<file path="config.mk">
export PLATFORM = sky130hd
export DESIGN_NAME = pkt_queue
export DESIGN_NICKNAME = d
export VERILOG_FILES = /design/src/rtl/spqm_pkg.sv /design/src/rtl/pkt_mem.sv /design/src/rtl/pkt_queue.sv
export SDC_FILE = /design/constraint.sdc
export NUM_CORES = 1
export LEC_CHECK = 0
export CORE_MARGIN = 4
export CORE_UTILIZATION = 59
export CTS_BUF_LIST = sky130_fd_sc_hd__clkbuf_4
export CTS_CLUSTER_SIZE = 30
export DETAILED_ROUTE_END_ITERATION = 10
export HOLD_SLACK_MARGIN = 0.15
export PLACE_DENSITY = 0.85
export RECOVER_POWER = 50
export SYNTH_ARGS = -nofsm -noshare
export SYNTH_HDL_FRONTEND = slang
export SYNTH_SLANG_ARGS = --single-unit
</file>
<file path="constraint.sdc">
create_clock -name clk -period 5.2 [get_ports clk]
set_input_delay 1.04 -clock clk [delete_from_list [all_inputs] [get_ports clk]]
set_output_delay 1.04 -clock clk [all_outputs]
set_load 0.005 [all_outputs]
</file>
<file path="src/rtl/spqm_pkg.sv">
// Shared constants for the strict-priority queue manager: default geometry,
// the full-depth expression and the drop counter width.
package spqm_pkg;

    localparam int N_DEF      = 3;
    localparam int W_DEF      = 8;
    localparam int DROP_CNT_W = 16;

    // One slot is sacrificed so that an n-bit count can express both empty and full.
    function automatic int max_depth(input int aw);
        return (1 << aw) - 1;
    endfunction

endpackage

</file>
<file path="src/rtl/pkt_mem.sv">
// Packet storage array: 2**n x W register file with one synchronous write port
// and one synchronous read port whose output register holds between reads.
module pkt_mem
    import spqm_pkg::*;
#(
    parameter int n = N_DEF,
    parameter int W = W_DEF
) (
    input  logic         clk,
    input  logic         rst,
    input  logic         we,
    input  logic [n-1:0] waddr,
    input  logic [W-1:0] wdata,
    input  logic         re,
    input  logic [n-1:0] raddr,
    output logic [W-1:0] rdata
);

    localparam int DEPTH = 1 << n;

    logic [W-1:0] mem [DEPTH];

    // The array itself is never reset; its contents are meaningless after reset.
    always_ff @(posedge clk) begin
        if (we) begin
            mem[waddr] <= wdata;
        end
    end

    always_ff @(posedge clk or negedge rst) begin
        if (!rst) begin
            rdata <= '0;
        end else if (re) begin
            rdata <= mem[raddr];
        end
    end

endmodule

</file>
<file path="src/rtl/pkt_queue.sv">
// Single-priority packet queue: circular buffer with registered occupancy count,
// drop pulse on full pushes, and optional saturating drop counter (PKT_QUEUE_DROP_CNT_EN).
module pkt_queue
    import spqm_pkg::*;
#(
    parameter int n = N_DEF,
    parameter int W = W_DEF
) (
    input  logic                  clk,
    input  logic                  rst,
    input  logic                  wr_en,
    input  logic [W-1:0]          wr_data,
    input  logic                  rd_en,
    output logic [W-1:0]          rd_data,
    output logic                  rd_valid,
    output logic [n-1:0]          pcount,
    output logic                  drop
`ifdef PKT_QUEUE_DROP_CNT_EN
    ,
    input  logic                  drop_clr,
    output logic [DROP_CNT_W-1:0] drop_cnt
`endif
);

    localparam logic [n-1:0] MAX = n'(max_depth(n));

    logic [n-1:0] wptr;
    logic [n-1:0] rptr;
    logic         full;
    logic         empty;
    logic         push_ok;
    logic         pop_ok;

    assign full    = (pcount == MAX);
    assign empty   = (pcount == '0);
    // Acceptance uses the registered count only, so a pop never frees room for a same-cycle push.
    assign push_ok = wr_en && !full;
    assign pop_ok  = rd_en && !empty;

    pkt_mem #(.n(n), .W(W)) u_mem (
        .clk   (clk),
        .rst   (rst),
        .we    (push_ok),
        .waddr (wptr),
        .wdata (wr_data),
        .re    (pop_ok),
        .raddr (rptr),
        .rdata (rd_data)
    );

    always_ff @(posedge clk or negedge rst) begin
        if (!rst) begin
            wptr     <= '0;
            rptr     <= '0;
            pcount   <= '0;
            rd_valid <= 1'b0;
            drop     <= 1'b0;
        end else begin
            if (push_ok) begin
                wptr <= wptr + 1'b1;
            end
            if (pop_ok) begin
                rptr <= rptr + 1'b1;
            end
            case ({push_ok, pop_ok})
                2'b10:   pcount <= pcount + 1'b1;
                2'b01:   pcount <= pcount - 1'b1;
                default: pcount <= pcount;
            endcase
            rd_valid <= pop_ok;
            drop     <= wr_en && full;
        end
    end

`ifdef PKT_QUEUE_DROP_CNT_EN
    always_ff @(posedge clk or negedge rst) begin
        if (!rst) begin
            drop_cnt <= '0;
        end else if (drop_clr) begin
            drop_cnt <= '0;
        end else if (wr_en && full && (drop_cnt != '1)) begin
            drop_cnt <= drop_cnt + 1'b1;
        end
    end
`endif

endmodule

</file>
======== After elaboration in Yosys (flattened, before gate mapping) ========
Memories as Yosys holds them, arrays and structs flattened. A register that Yosys moved wholly into a read port is not among the register bits.
Cells that the tools add are included.
W data, S select, Z words.
word-level totals
  register bits after elaboration ......... 11
  bits in writable memories ............... 64
  bits of input ports ..................... 12
  output and inout port bits .............. 13
  logic and storage cells ................. 24
  memories kept ........................... 1
operators by class
  $add $sub $neg .......................... 4
  equality and inequality tests ........... 3
  mux-type cells .......................... 3
  reductions and logical operators ........ 8
memories
  memory     depth  bits a word  read ports  clocked after Yosys merged registers in  wr ports  RTL line       source
  u_mem.mem  8      8            1           1                                        1         pkt_mem.sv:21  logic [W-1:0] mem [DEPTH];
operator list
  operator               number
  $add A3 B1 Y3 const B  3
  $pmux W3 S2            1
  $eq A3 B3 Y1 const B   1
  $logic_and A1 B1 Y1    3
  $logic_not A1 Y1       3
  $logic_not A3 Y1       1
  $sub A3 B1 Y3 const B  1
  $eq A2 B1 Y1 const B   1
  $eq A2 B2 Y1 const B   1
  $mux W1                2
  $reduce_bool A2 Y1     1

======== Depth between registers and ports, before layout ========
Gate-level depths: netlist (run 1).
  depth in word-level cells ............... 5
  mapped depth ............................ 8
  mapped depth without buffers ............ 8

======== By module ========
Synthesis (run 1) repeated with hierarchy kept, for this count alone.
second synthesis, totals
  cells, all modules ...................... 206
  area total of the unflattened synthesis .. 3,344.5 sq um
by module, submodules not included
  module     times used  cells an instance  area an instance (sq um)  sequential area each (sq um)
  pkt_mem    1           169                2,861.5                   2,122.0
  pkt_queue  1           37                 483.0                     275.3

======== Worst setup path after synthesis (run 1) ========
OpenSTA, ideal clock, no wires.
  path type ............................... in2reg
  start ................................... in rd_en
  end ..................................... reg pcount[2]
  library setup time ...................... 0.079 ns
  arrival ................................. 2.186 ns
  required time ........................... 5.121 ns
  slack ................................... 2.934 ns
  stages on the path ...................... 8
  buffers on the path ..................... 0
  cells stage by stage .................... o31ai_4 inv_2 ha_1 inv_1 fa_1 xor2_1 nor2_1 xor2_1
between the ends
  cells in the longest elaborated chain, start to end .. 3
  elaborated cells on any way between the ends .. 5
  those cells by class .................... eq/ne (2); mux (1); reduce/logical (2)
RTL lines
  what                                                      RTL line         source
  from (decl)                                               pkt_queue.sv:13  input logic rd_en,
  $logic_and A1 B1 Y1 *                                     pkt_queue.sv:38  assign pop_ok = rd_en && !empty;
  net pop_ok                                                pkt_queue.sv:32  logic pop_ok;
  $eq A2 B1 Y1 / $eq A2 B2 Y1 (equally long branches)       pkt_queue.sv:65  case ({push_ok, pop_ok})
  $pmux W3 S2 / $reduce_bool A2 Y1 (equally long branches)  n/a
  to (signal assigned)                                      pkt_queue.sv:66  2'b10: pcount <= pcount + 1'b1;
  to (signal assigned)                                      pkt_queue.sv:67  2'b01: pcount <= pcount - 1'b1;
  to (signal assigned)                                      pkt_queue.sv:68  default: pcount <= pcount;
  to (decl)                                                 pkt_queue.sv:16  output logic [n-1:0] pcount,
Mark *: on every way through the listed nets, which the timed path passes. The rest lies on a longest branch.
A chain may end at the register's enable or synchronous reset.

======== Final worst setup path (run 1) ========
  start ................................... reg pcount[0]
  end ..................................... reg pcount[2]
between the ends
  cells in the longest elaborated chain, start to end .. 5
  elaborated cells on any way between the ends .. 12
  those cells by class .................... add/sub (2); eq/ne (3); mux (1); reduce/logical (6)
RTL lines
  what                                                      RTL line         source
  $logic_not A3 Y1 *                                        pkt_queue.sv:35  assign empty = (pcount == '0);
  $logic_not A1 Y1 *                                        pkt_queue.sv:38
  $logic_and A1 B1 Y1 *                                     pkt_queue.sv:38
  net pop_ok                                                pkt_queue.sv:32
  $eq A2 B1 Y1 / $eq A2 B2 Y1 (equally long branches)       pkt_queue.sv:65
  $pmux W3 S2 / $reduce_bool A2 Y1 (equally long branches)  n/a
Marks and branches as above.

==> results of run 1 <==
cells by family after synthesis:
kind of cell	count (synthesis)	share of synthesized area, %
fa+ha+maj	4	1.730
mux	34	10.87
buf+inv	12	2.858
simple gates	34	4.438
xor+xnor	7	1.843
compound gates	25	6.205
flops	83	72.06
flip-flops by register name, summed over array words and instances, names as in the netlist:
signal,count
u_mem.mem,64
u_mem.rdata,8
pcount,3
rptr,3
wptr,3
drop,1
rd_valid,1
worst paths after layout:
path	end	slack [ps]	cells past startpoint
worst max-delay path	pcount[2]$_DFFE_PN0P_	1850	8
worst min-delay path	u_mem.rdata[6]$_DFFE_PN0P_	500	2
worst max register to register	pcount[2]$_DFFE_PN0P_	1850	8
worst min register to register	u_mem.rdata[6]$_DFFE_PN0P_	500	2
max in group asynchronous	wptr[1]$_DFFE_PN0P_	3510	1
min in group asynchronous	rptr[0]$_DFFE_PN0P_	1140	1
layer usage:
| metal | up-vias | part of all wire, % |
|---|---|---|
| met5 | - | 0 |
| met3 | 16 | 4.4 |
| met2 | 37 | 50 |
| met1 | 841 | 43 |
| li1 | 815 | - |
| met4 | 0 | 3.2 |
cell usage after synthesis:
master,count
buf_8,1
nand3b_1,1
dfrtp_1,19
nor2b_1,1
buf_1,2
mux2_1,12
a22o_1,8
inv_2,1
xor2_1,2
xnor2_1,5
nand3_1,3
ha_1,3
mux2i_1,17
nor2_1,9
fa_1,1
edfxtp_1,64
mux2_2,5
buf_12,1
nor3_1,2
inv_1,4
nand2_1,15
o22ai_1,8
o31ai_1,7
buf_6,3
o31ai_2,1
o31ai_4,1
nand2b_1,3
metrics by stage:
| step | power (mW) | setup slack (ps) | cell area (um^2) | util [%] | std cells |
|---|---|---|---|---|---|
| 6_report | 1.996 | 1850 | 3736 | 68.27 | 305 |
| 3_3_place_gp | 1.587 | 2231 | 3588 | 65.57 | 289 |
| 3_5_place_dp | 1.609 | 2114 | 3588 | 65.57 | 289 |
| 5_1_grt | 2.110 | 1563 | 3736 | 68.27 | 305 |
| 2_1_floorplan | 1.420 | 2934 | 3327 | - | 199 |
| 4_1_cts | 2.022 | 2577 | 3755 | 68.61 | 305 |
power by group through the flow:
stage,clock [mW],sequential [mW],combinational [mW]
finish,0.418,0.946,0.633
global route,0.460,0.963,0.688
CTS,0.424,0.952,0.646
detailed placement,0,0.966,0.643
global placement,0,0.962,0.625
floorplan,0,0.953,0.467
layout make-up:
cell class / instances / share of cell area [%]
repair buffers: 25 / 6.631
inverters: 5 / 0.5023
clock buffers: 9 / 1.808
clock inverters: 7 / 2.646
well taps: 72 / 2.411
flip-flops and latches: 83 / 64.17
multi-input cells: 104 / 21.84
worst min-delay path, stage by stage (launching register included):
cell and delay [ps]:
dfrtp_1 370, nand2_1 50, o31ai_1 50
==> results.sh, run 1 <==
export IMPL_dp_hpwl_um=3773
export IMPL_ant_nets=0
export IMPL_drv_cap=1
export IMPL_grt_setup_unrepaired="false"
export IMPL_drv_slew=20
export IMPL_peakVddDrop_uv=380.9
export IMPL_finalNetCount=244
export IMPL_core_area_mm2=0.005473
export IMPL_cp_slowest_stage_delay_ps=1720
export IMPL_path_class="reg2reg"
export IMPL_grt_pass1_vias=1759
export IMPL_antenna_cells=0
export IMPL_critPathLaunchType="flip-flop"
export IMPL_antenna_found_initial=0
export IMPL_p_leak_nw=1.363
export IMPL_synth_area_mm2=0.003327
export IMPL_final_common_cell="edfxtp_1"
export IMPL_seq_area_mm2=0.002397
export IMPL_cts_made_buffers=9
export IMPL_crit_path_start="pcount[0]$_DFFE_PN0P_"
export IMPL_busiest_layer="met2"
export IMPL_holdBufCountCts=0
export IMPL_drive_above_1_share_pct=9.871
export IMPL_syn_to_final_growth_pct=12.30
export IMPL_seq_area_frac_synth_pct=72.06
export IMPL_synth_top_area_share_pct=57.77
export IMPL_portBuffers=24
export IMPL_p_sw_share_pct=31.46
export IMPL_critPathSlowestCell="o31ai_1"
export IMPL_grt_usage_pct=17.99
export IMPL_clock_power_share_pct=20.9
export IMPL_fin_setup_tns_ps=0
export IMPL_tightest_slew_ps=2174
export IMPL_cp_data_arrival_time_ps=3660
export IMPL_cp_num_buf_inv=2
export IMPL_clk_pin_slew_ps=130
export IMPL_postCtsSetupBuffers=0
export IMPL_internal_power_mw=1.368
export IMPL_routed_wl_um=5679
export IMPL_cts_resized=0
export IMPL_final_cell_mix="64 x edfxtp_1, 19 x dfrtp_1, 17 x mux2i_1"
export IMPL_fin_crit_sh_pct=64.42
export IMPL_pwr_share_comb_pct=31.7
export IMPL_cts_root_buffer="clkbuf_4"
export IMPL_yosysWarnings=0
export IMPL_fmax_ghz=0.2985
export IMPL_power_density_mw_per_mm2=534.3
export IMPL_r2r_start="pcount[0]$_DFFE_PN0P_"
export IMPL_place_congestion=0.7352
export IMPL_whs_ps=495.1
export IMPL_min_path_type="reg2reg"
export IMPL_die_h_um=83.09
export IMPL_violations="capacitance limit, slew limit"
export IMPL_cp_end_kind="flip-flop"
export IMPL_min_period_ps=3350
export IMPL_cts_tree="done"
export IMPL_die_area_mm2=0.006904
export IMPL_dr_pass1_iters=4
export IMPL_multi_input_area_um2=815.8
export IMPL_grt_max_degree=35
export IMPL_p_switching_mw=0.6280
export IMPL_synth_top_area_cell="edfxtp_1"
export IMPL_grt_util_met2_pct=28.79
export IMPL_use_met1_pct=22.27
export IMPL_gr_total_overflow=0
export IMPL_n_fill_cell=374
export IMPL_initialDrtViolationCount=135
export IMPL_required_ps=5510
export IMPL_fin_skew_ps=24.71
export IMPL_crit_fanout=19
export IMPL_hold_violations=0
export IMPL_wire_per_inst_um=18.62
export IMPL_rows=27
export IMPL_vias=1709
export IMPL_clock_latency_ps=430
export IMPL_start_util_pct=60.79
export IMPL_htree_levels=3
export IMPL_io_pins=25
export IMPL_syn_inst=199
export IMPL_finalSetupViolCount=0
export IMPL_crit_path_cell_trace="o31ai_1, inv_2, ha_1, inv_1, fa_1, xor2_1, nor2_1, xor2_1"
export IMPL_syn_num_nets=215
export IMPL_use_met3_pct=4.960
export IMPL_synth_area_leaders="edfxtp_1 58%, dfrtp_1 14%, mux2i_1 5.1%"
export IMPL_avgSynthCellArea_um2=16.72
export IMPL_path_delay_family="compound AO/OA/AOI/OAI gates"
export IMPL_worstHoldStart="u_mem.rdata[6]$_DFFE_PN0P_"
export IMPL_cts_sinks=83
export IMPL_seq_power_share_pct=47.4
export IMPL_drc=0
export IMPL_cpMostUsedCell="xor2_1"
export IMPL_grt_pass1_wl_um=9128
export IMPL_ys_types=27
export IMPL_status="finished with violations"
export IMPL_slew_headroom_pct=-46.19
export IMPL_clock_path_buffers=2
export IMPL_avgViaCountPerCell=5.603
export IMPL_die_w_um=83.09
export IMPL_ys_ff_latch=83
Note: power is estimated with default switching activity, not from simulation.
==> inputs of run 2 (changes only) <==
--- a/config.mk
+++ b/config.mk
@@ -6,12 +6,12 @@
 export NUM_CORES = 1
 export LEC_CHECK = 0
 export CORE_MARGIN = 4
-export CORE_UTILIZATION = 59
+export CORE_UTILIZATION = 54
 export CTS_BUF_LIST = sky130_fd_sc_hd__clkbuf_4
 export CTS_CLUSTER_SIZE = 30
 export DETAILED_ROUTE_END_ITERATION = 10
 export HOLD_SLACK_MARGIN = 0.15
-export PLACE_DENSITY = 0.85
+export PLACE_DENSITY = 0.82
 export RECOVER_POWER = 50
 export SYNTH_ARGS = -nofsm -noshare
 export SYNTH_HDL_FRONTEND = slang
==> constraint.sdc (replaced) <==
create_clock -name clk -period 2.8 [get_ports clk]
set_input_delay 0.56 -clock clk [delete_from_list [all_inputs] [get_ports clk]]
set_output_delay 0.56 -clock clk [all_outputs]
set_load 0.005 [all_outputs]
==> results.sh, run 2 (same netlist as run 1, synthesis figures left out) <==
export IMPL_cts_resized=0
export IMPL_drv_cap=0
export IMPL_grt_setup_unrepaired="false"
export IMPL_crit_path_start="rptr[0]$_DFFE_PN0P_"
export IMPL_die_area_mm2=0.007481
export IMPL_min_period_ps=1967
export IMPL_p_leak_nw=1.413
export IMPL_pwr_share_comb_pct=32.8
export IMPL_tightest_slew_ps=1091
export IMPL_status="completed"
export IMPL_wire_per_inst_um=18.47
export IMPL_syn_to_final_growth_pct=14.37
export IMPL_holdBufCountCts=0
export IMPL_drv_slew=0
export IMPL_start_util_pct=55.86
export IMPL_clock_latency_ps=410
export IMPL_clk_pin_slew_ps=130
export IMPL_htree_levels=3
export IMPL_grt_pass1_wl_um=9390
export IMPL_regMostFlops="u_mem.mem"
export IMPL_p_switching_mw=1.156
export IMPL_finalNetCount=254
export IMPL_cts_root_buffer="clkbuf_4"
export IMPL_final_cell_mix="64 x edfxtp_1, 19 x dfrtp_1, 17 x mux2i_1"
export IMPL_drive_above_1_share_pct=13.17
export IMPL_hold_violations=0
export IMPL_vias=1793
export IMPL_antenna_found_initial=0
export IMPL_final_common_cell="edfxtp_1"
export IMPL_r2r_end="u_mem.rdata[7]$_DFFE_PN0P_"
export IMPL_dp_cells=302
export IMPL_initialDrtViolationCount=149
export IMPL_portBuffers=24
export IMPL_fin_skew_ps=19.92
export IMPL_clock_power_share_pct=20.3
export IMPL_postCtsSetupBuffers=0
export IMPL_endpoint="u_mem.rdata[7]$_DFFE_PN0P_"
export IMPL_r2r_setup_slack_ps=830
export IMPL_cp_end_kind="flip-flop"
export IMPL_min_path_type="reg2reg"
export IMPL_path_class="reg2reg"
export IMPL_rows=28
export IMPL_internal_power_mw=2.587
export IMPL_p_sw_share_pct=30.89
export IMPL_routed_wl_um=5874
export IMPL_fmax_ghz=0.5083
export IMPL_fin_crit_sh_pct=70.26
export IMPL_cp_data_arrival_time_ps=2220
export IMPL_finalSetupViolCount=0
export IMPL_gr_total_overflow=0
export IMPL_power_density_mw_per_mm2=983.7
export IMPL_slew_headroom_pct=27.29
export IMPL_ant_nets=0
export IMPL_worst_slack_ps=832.8
export IMPL_dp_hpwl_um=3765
export IMPL_antenna_cells=0
export IMPL_n_fill_cell=437
export IMPL_core_area_mm2=0.005956
export IMPL_io_pins=25
export IMPL_finalNonFillerCells=318
export IMPL_cts_made_buffers=9
export IMPL_die_h_um=86.49
export IMPL_required_ps=3060
export IMPL_reg_top3="u_mem.mem (64), u_mem.rdata (8)"
export IMPL_pre_cts_ws_ps=468.1
export IMPL_grt_pass1_vias=1788
export IMPL_place_congestion=0.7255
export IMPL_reg2reg_depth=4
export IMPL_p_total_mw=3.743
export IMPL_cts_sinks=83
export IMPL_avgViaCountPerCell=5.638
export IMPL_peakVddDrop_uv=848.3
export IMPL_seq_power_share_pct=46.8
export IMPL_fin_util_pct=63.89
export IMPL_clock_path_buffers=2
export IMPL_crit_fanout=34
export IMPL_grt_max_degree=35
export IMPL_drc=0
export IMPL_die_w_um=86.49
export IMPL_critPathLaunchType="flip-flop"
export IMPL_largest_register_ffs=64
export IMPL_fin_setup_tns_ps=0
export IMPL_r2r_start="rptr[0]$_DFFE_PN0P_"
export IMPL_grt_usage_pct=17.41
export IMPL_cts_tree="done"
export IMPL_dr_pass1_iters=4
-- run 2: changes by cell type in the layout (fill, tap and decap cells not counted) --
cell / change
clkdlybuf4s50_1: +1
clkbuf_4: +2
clkbuf_2: +1
inv_6: -2
clkbuf_1: +2
dlygate4sd3_1: -1
o31ai_2: +1
o31ai_1: -1
clkinvlp_4: -1
buf_4: +7
clkinv_2: +1
-- run 2: how the worst min path moves through the flow --
stage / slack [ps] / cells past startpoint / start / to
3_3_place_gp: 460 / 2 / u_mem.rdata[5]$_DFFE_PN0P_ / u_mem.rdata[5]$_DFFE_PN0P_
3_5_place_dp: 480 / 2 / u_mem.rdata[2]$_DFFE_PN0P_ / u_mem.rdata[2]$_DFFE_PN0P_
4_1_cts: 450 / 2 / rst / drop$_DFF_PN0_
2_1_floorplan: 260 / 0 / rst / drop$_DFF_PN0_
6_report: 490 / 2 / u_mem.rdata[2]$_DFFE_PN0P_ / u_mem.rdata[2]$_DFFE_PN0P_
5_1_grt: 540 / 2 / u_mem.rdata[0]$_DFFE_PN0P_ / u_mem.rdata[0]$_DFFE_PN0P_
-- run 2: power groups by stage --
stage | registers [mW] | logic (mW) | clock network, mW
global placement | 1.77 | 1.22 | 0
detailed placement | 1.79 | 1.25 | 0
CTS | 1.77 | 1.25 | 0.776
global route | 1.79 | 1.34 | 0.834
finish | 1.75 | 1.23 | 0.760
floorplan | 1.77 | 0.867 | 0
-- run 2: layer usage --
metal	GRT usage [%]	wire, um
met1	23.00	2616
met2	27.89	2934
met3	2.662	229
met4	9.348	92
met5	0	0
-- run 2: critical path, stage by stage (launching register included) --
cell and delay (ps):
dfrtp_1 350, clkbuf_2 750, mux2_2 430, o22ai_1 170, o31ai_1 100
-- run 2: layout make-up --
type / instances / area (um^2) / area share, %
clock buffer: 11 / 82.58 / 2.170
clock inverter: 5 / 78.83 / 2.072
inverter: 5 / 18.77 / 0.4933
multi-input combinational: 104 / 820.8 / 21.57
sequential: 83 / 2397 / 63.01
tap: 75 / 93.84 / 2.466
timing repair buffer: 35 / 312.8 / 8.221
-- run 2: metrics by stage --
| step | instance area [um^2] | hold WS [ps] |
|---|---|---|
| after floorplan | 3327 | 264.4 |
| after global placement | 3667 | 462.6 |
| after detailed placement | 3667 | 478.7 |
| after CTS | 3829 | 447.0 |
| after global routing | 3805 | 537.5 |
| final | 3805 | 494.4 |
